===== src/rtl/program_loader.sv =====
// program_loader
//   Writer side of the instruction memory. Accepts a framed byte stream
//   (LEN, hi/lo instruction byte pairs, CHK) over valid/ready, assembles
//   16-bit instructions MSB first and writes them sequentially from address 0.
//   The processor is held (cpu_hold) until an image with a correct XOR
//   checksum has been written completely.
//
// Ports
//   clk        system clock, rising edge
//   rst_n      asynchronous active-low reset
//   start      single-cycle pulse that begins a load (ignored while busy)
//   in_valid   input byte valid
//   in_data    input byte
//   in_ready   loader accepts a byte this cycle (registered, state only)
//   mem_we     program RAM write enable, one cycle per instruction
//   mem_addr   program RAM write address
//   mem_wdata  instruction word {hi_byte, lo_byte}
//   cpu_hold   1 = processor held
//   busy       frame in progress
//   done       sticky: last load succeeded
//   err        sticky: last load failed
//
// State | meaning
//   IDLE  | no load since reset, waiting for start
//   LEN   | waiting for the instruction count byte
//   HI    | waiting for the high byte of an instruction
//   LO    | waiting for the low byte; write issued the cycle after
//   CHK   | waiting for the checksum byte
//   DONE  | image loaded and verified, processor released
//   ERR   | bad length, bad checksum or timeout; processor stays held

module program_loader #(
    parameter int ADDR_WIDTH = 8,
    parameter int TIMEOUT    = 255
) (
    input  logic                  clk,
    input  logic                  rst_n,
    input  logic                  start,
    input  logic                  in_valid,
    input  logic [7:0]            in_data,
    output logic                  in_ready,
    output logic                  mem_we,
    output logic [ADDR_WIDTH-1:0] mem_addr,
    output logic [15:0]           mem_wdata,
    output logic                  cpu_hold,
    output logic                  busy,
    output logic                  done,
    output logic                  err
);

    localparam int         TW    = (TIMEOUT < 2) ? 1 : $clog2(TIMEOUT + 1);
    localparam logic [9:0] DEPTH = 10'(1 << ADDR_WIDTH);

    typedef enum logic [2:0] {
        S_IDLE,
        S_LEN,
        S_HI,
        S_LO,
        S_CHK,
        S_DONE,
        S_ERR
    } state_t;

    state_t                state, state_nxt;
    logic [7:0]            checksum;
    logic [8:0]            remaining;
    logic [7:0]            hi_byte;
    logic [ADDR_WIDTH-1:0] addr;
    logic [TW-1:0]         idle_cnt;

    logic xfer;
    logic busy_state;
    logic busy_nxt;
    logic start_load;
    logic len_bad;
    logic timeout;

    assign xfer       = in_valid && in_ready;
    assign busy_state = (state == S_LEN) || (state == S_HI) ||
                        (state == S_LO)  || (state == S_CHK);
    assign busy_nxt   = (state_nxt == S_LEN) || (state_nxt == S_HI) ||
                        (state_nxt == S_LO)  || (state_nxt == S_CHK);
    assign start_load = start && !busy_state;

    // LEN=0 means 256 instructions, which only fits a full 8-bit address space
    assign len_bad = (in_data == 8'd0) ? (ADDR_WIDTH < 8)
                                       : ({2'b00, in_data} > DEPTH);

    // idle_cnt counts idle cycles already elapsed; this cycle would be number TIMEOUT
    assign timeout = busy_state && !xfer && (idle_cnt == TW'(TIMEOUT - 1));

    always_ff @(posedge clk or negedge rst_n) begin
        if (!rst_n) begin
            state <= S_IDLE;
        end else begin
            state <= state_nxt;
        end
    end

    always_comb begin
        state_nxt = state;
        case (state)
            S_IDLE, S_DONE, S_ERR: begin
                if (start) state_nxt = S_LEN;
            end
            S_LEN: begin
                if (xfer) state_nxt = len_bad ? S_ERR : S_HI;
            end
            S_HI: begin
                if (xfer) state_nxt = S_LO;
            end
            S_LO: begin
                if (xfer) state_nxt = (remaining == 9'd1) ? S_CHK : S_HI;
            end
            S_CHK: begin
                if (xfer) state_nxt = (in_data == checksum) ? S_DONE : S_ERR;
            end
            default: state_nxt = S_IDLE;
        endcase
        if (timeout) state_nxt = S_ERR;
    end

    always_ff @(posedge clk or negedge rst_n) begin
        if (!rst_n) begin
            in_ready  <= 1'b0;
            busy      <= 1'b0;
            mem_we    <= 1'b0;
            mem_addr  <= '0;
            mem_wdata <= '0;
            cpu_hold  <= 1'b1;
            done      <= 1'b0;
            err       <= 1'b0;
            checksum  <= '0;
            remaining <= '0;
            hi_byte   <= '0;
            addr      <= '0;
            idle_cnt  <= '0;
        end else begin
            in_ready <= busy_nxt;
            busy     <= busy_nxt;
            mem_we   <= 1'b0;

            if (start_load) begin
                done     <= 1'b0;
                err      <= 1'b0;
                cpu_hold <= 1'b1;
                checksum <= '0;
                addr     <= '0;
            end

            if (!busy_nxt || xfer) begin
                idle_cnt <= '0;
            end else if (busy_state) begin
                idle_cnt <= idle_cnt + TW'(1);
            end

            if (xfer) begin
                case (state)
                    S_LEN: begin
                        checksum  <= checksum ^ in_data;
                        remaining <= (in_data == 8'd0) ? 9'd256 : {1'b0, in_data};
                    end
                    S_HI: begin
                        checksum <= checksum ^ in_data;
                        hi_byte  <= in_data;
                    end
                    S_LO: begin
                        checksum  <= checksum ^ in_data;
                        remaining <= remaining - 9'd1;
                        mem_we    <= 1'b1;
                        mem_addr  <= addr;
                        mem_wdata <= {hi_byte, in_data};
                        addr      <= addr + ADDR_WIDTH'(1);
                    end
                    default: ;
                endcase
            end

            if (state == S_CHK && state_nxt == S_DONE) begin
                done     <= 1'b1;
                cpu_hold <= 1'b0;
            end
            if (busy_state && state_nxt == S_ERR) begin
                err <= 1'b1;
            end
        end
    end

endmodule

===== config.mk =====
export PLATFORM = sky130hd
export DESIGN_NAME = program_loader
export DESIGN_NICKNAME = d
export VERILOG_FILES = /design/src/rtl/program_loader.sv
export SDC_FILE = /design/constraint.sdc
export NUM_CORES = 1
export LEC_CHECK = 0
export ABC_AREA = 1
export CAP_MARGIN = 20
export CORE_MARGIN = 4
export CORE_UTILIZATION = 30
export CTS_CLUSTER_DIAMETER = 30
export DETAILED_ROUTE_END_ITERATION = 10
export PLACE_DENSITY = 0.59
export SYNTH_ARGS = -nofsm -noshare
export SYNTH_HDL_FRONTEND = slang
export SYNTH_SLANG_ARGS = --single-unit

===== constraint.sdc =====
create_clock -name clk -period 1.7 [get_ports clk]
set_input_delay 0.255 -clock clk [delete_from_list [all_inputs] [get_ports clk]]
set_output_delay 0.255 -clock clk [all_outputs]
set_load 0.02 [all_outputs]

==> impl_metrics.json <==
{
  "outcome": "complete, but fails checks",
  "violations": "setup timing",
  "antenna_cells": 0,
  "worst_slew_margin_rel": 0.7405,
  "final_common_cell": "nand2_1",
  "port_buffers": 41,
  "viasPerCell": 4.567,
  "dp_hpwl_mm": 5.786,
  "synth_seq_cells": 73,
  "yosysUniqueCellTypes": 35,
  "yosysTopAreaCellShare": 0.5193,
  "ys_warn_count": 0,
  "grt_first_pass_wirelength_mm": 13.62,
  "drc": 0,
  "grt_pass1_vias": 2961,
  "setup_violations": 8,
  "fin_crit_ns": 1.755,
  "die_h_um": 115.5,
  "first_pass_iters": 6,
  "antenna_found_initial": 0,
  "required_ns": 1.91,
  "die_area_um2": 13350,
  "grt-ovfl-total": 0,
  "avgRoutedWirePerCell_um": 12.38,
  "powerDensity_nw_per_um2": 1731,
  "vias": 3046,
  "synthArstFlopShare": 1.000,
  "layout.nets": 536,
  "syn-num-nets": 441,
  "avgSynthCellArea_um2": 8.183,
  "cts.path.max_buffers": 2,
  "core_um2": 11370,
  "worstSetupEndpointType": "register",
  "critPathLaunchType": "register",
  "period_share": 1.032,
  "layout_setup_ws_ns": -0.05515,
  "syn_inst": 424,
  "ant_nets": 0,
  "synth-edff-count": 0,
  "yosys.area.top_type": "dfrtp_1",
  "start_util": 0.3052,
  "final_cells": 667,
  "grt_max_degree": 74,
  "slew_viol_final": 0,
  "cts_inserted_buffers": 9,
  "layout_common_cells": "117 x nand2_1, 69 x dfrtp_1, 52 x buf_4, 47 x inv_1, 45 x o21ai_0",
  "clock-sinks": 73,
  "fmaxAchievable_mhz": 569.8,
  "synth-main-ff-cell": "dfrtp_1",
  "die_w_um": 115.5,
  "io_pins": 42,
  "post-place-cells": 638,
  "peakVddDrop_uv": 751.7,
  "drv_cap": 0,
  "synth-seq-area-share": 0.5269,
  "hold_slack_ns": 0.3393,
  "drt-total-wl_mm": 8.258,
  "gp_congestion": 0.8192,
  "h-tree-depth": 3,
  "path_max_fanout": 8,
  "utilization": 0.4372,
  "clk_pin_slew_worst_paths_ns": 0.06,
  "syn-cell-area_um2": 3470,
  "insertion_delay_ns": 0.33,
  "power.leakage_nw": 2.388,
  "final_layout_size_suffix_gt1_frac": 0.2481,
  "drt-initial-drc-count": 145,
  "fillers": 1123,
  "rows": 39,
  "rsz0062_at_grt": "yes",
  "clock-root-buffer": "clkbuf_16",
  "worst_pin_slew_ns": 0.3892,
  "cts_tree": "yes",
  "synthToLayoutAreaGrowth_pct": 43.27,
  "track_usage": 0.1269,
  "hold_viol": 0,
  "crit_arrival_ns": 1.97,
  "worst-setup-path-type": "register to register",
  "hold_class": "primary input to register",
  "fin_skew_ns": 0.006010,
  "synth.top_cells.by_area": "dfrtp_1 52%, nand2_1 14%, o21ai_0 6.8%"
}
## report_power, final
| group | internal (mW) | switching (mW) | leakage, nW |
|---|---|---|---|
| Combinational | 1.63 | 2.12 | 1.29 |
| Sequential | 2.37 | 0.411 | 0.936 |
| Clock | 1.33 | 0.737 | 0.163 |
## cells by family after synthesis
family,share of synthesized area
fa+ha+maj,0.01803
buf+inv,0.07212
flops,0.5269
xor+xnor,0.02020
compound gates,0.1136
simple gates,0.2492
## final cells by class
| cell class | count | area, µm² | area share |
|---|---|---|---|
| sequential | 73 | 1832 | 0.3685 |
| inverter | 53 | 205.2 | 0.04128 |
| clock inverter | 6 | 91.34 | 0.01837 |
| clock buffer | 10 | 239.0 | 0.04807 |
| tap | 143 | 178.9 | 0.03599 |
| timing repair buffer | 95 | 827.0 | 0.1664 |
| multi-input combinational | 287 | 1598 | 0.3214 |
## what timing repair did
item / in CTS / in global routing
setup endpoints to repair: 23 / 24
resized for setup: 15 / 49
setup buffers: 5 / 7
hold buffers: 1 / 0
hold endpoints to repair: 72 / 0
pin swaps: 10 / 19
## sequential cells by signal, summed over array words and instances (netlist names)
name	flops
err	1
mem_addr	8
mem_we	1
done	1
idle_cnt	8
mem_wdata	16
state	3
addr	8
checksum	8
remaining	9
cpu_hold	1
hi_byte	8
busy	1
## metrics by stage
step           area, µm²  setup WS [ns]  power (mW)     TNS (ns)
2_1_floorplan       3470        0.03508       4.632            0
3_3_place_gp        4325        -0.2721       5.870       -3.032
6_report            4971       -0.05515       8.603      -0.2707
5_1_grt             4971        -0.1336       9.233       -1.093
4_1_cts             4752    -0.00004974       8.241  -0.00004974
3_5_place_dp        4325        -0.3036       5.973       -3.745
## worst max-delay path, cell delays in order (launching register included)
cell and delay, ns:
dfrtp_2 0.43, buf_4 0.13, buf_4 0.10, nand2_2 0.06
nand3_1 0.12, nand2_2 0.08, a21oi_4 0.17, nand2_2 0.09
nor2_4 0.11, nand3_2 0.11, nand3_4 0.17, nor2_1 0.07
## layer usage
layer | routed length [µm] | part of all wire | up-vias | GRT usage
li1 | - | - | 1542 | -
met4 | 95 | 0.012 | 0 | 0.03912
met3 | 362 | 0.044 | 10 | 0.02977
met5 | 0 | 0 | - | 0
met2 | 3973 | 0.48 | 45 | 0.2037
met1 | 3826 | 0.46 | 1449 | 0.1709
## synthesized netlist by cell type, drive strengths merged, types with 2 or more instances
| master | n |
|---|---|
| nor3 | 6 |
| a21oi | 18 |
| inv | 53 |
| ha | 5 |
| dfrtp | 72 |
| nand2 | 128 |
| o31ai | 3 |
| clkbuf | 6 |
| nand4 | 3 |
| xnor2 | 2 |
| buf | 5 |
| nor2 | 34 |
| o21ai | 47 |
| xor2 | 6 |
| nand3 | 26 |
## path summary, 6_finish.rpt
check | to | cells past startpoint | startpoint | slack [ns]
max | idle_cnt[6] | 11 | state[0] | -0.06
min | checksum[3] | 4 | in_data[3] | 0.34
max reg2reg | idle_cnt[6] | 11 | state[0] | -0.06
min reg2reg | cpu_hold | 2 | cpu_hold | 0.46
max in group asynchronous | cpu_hold | 3 | rst_n | 0.87
min in group asynchronous | mem_wdata[11] | 3 | rst_n | 0.49
Power figures use the tool's default switching activity.
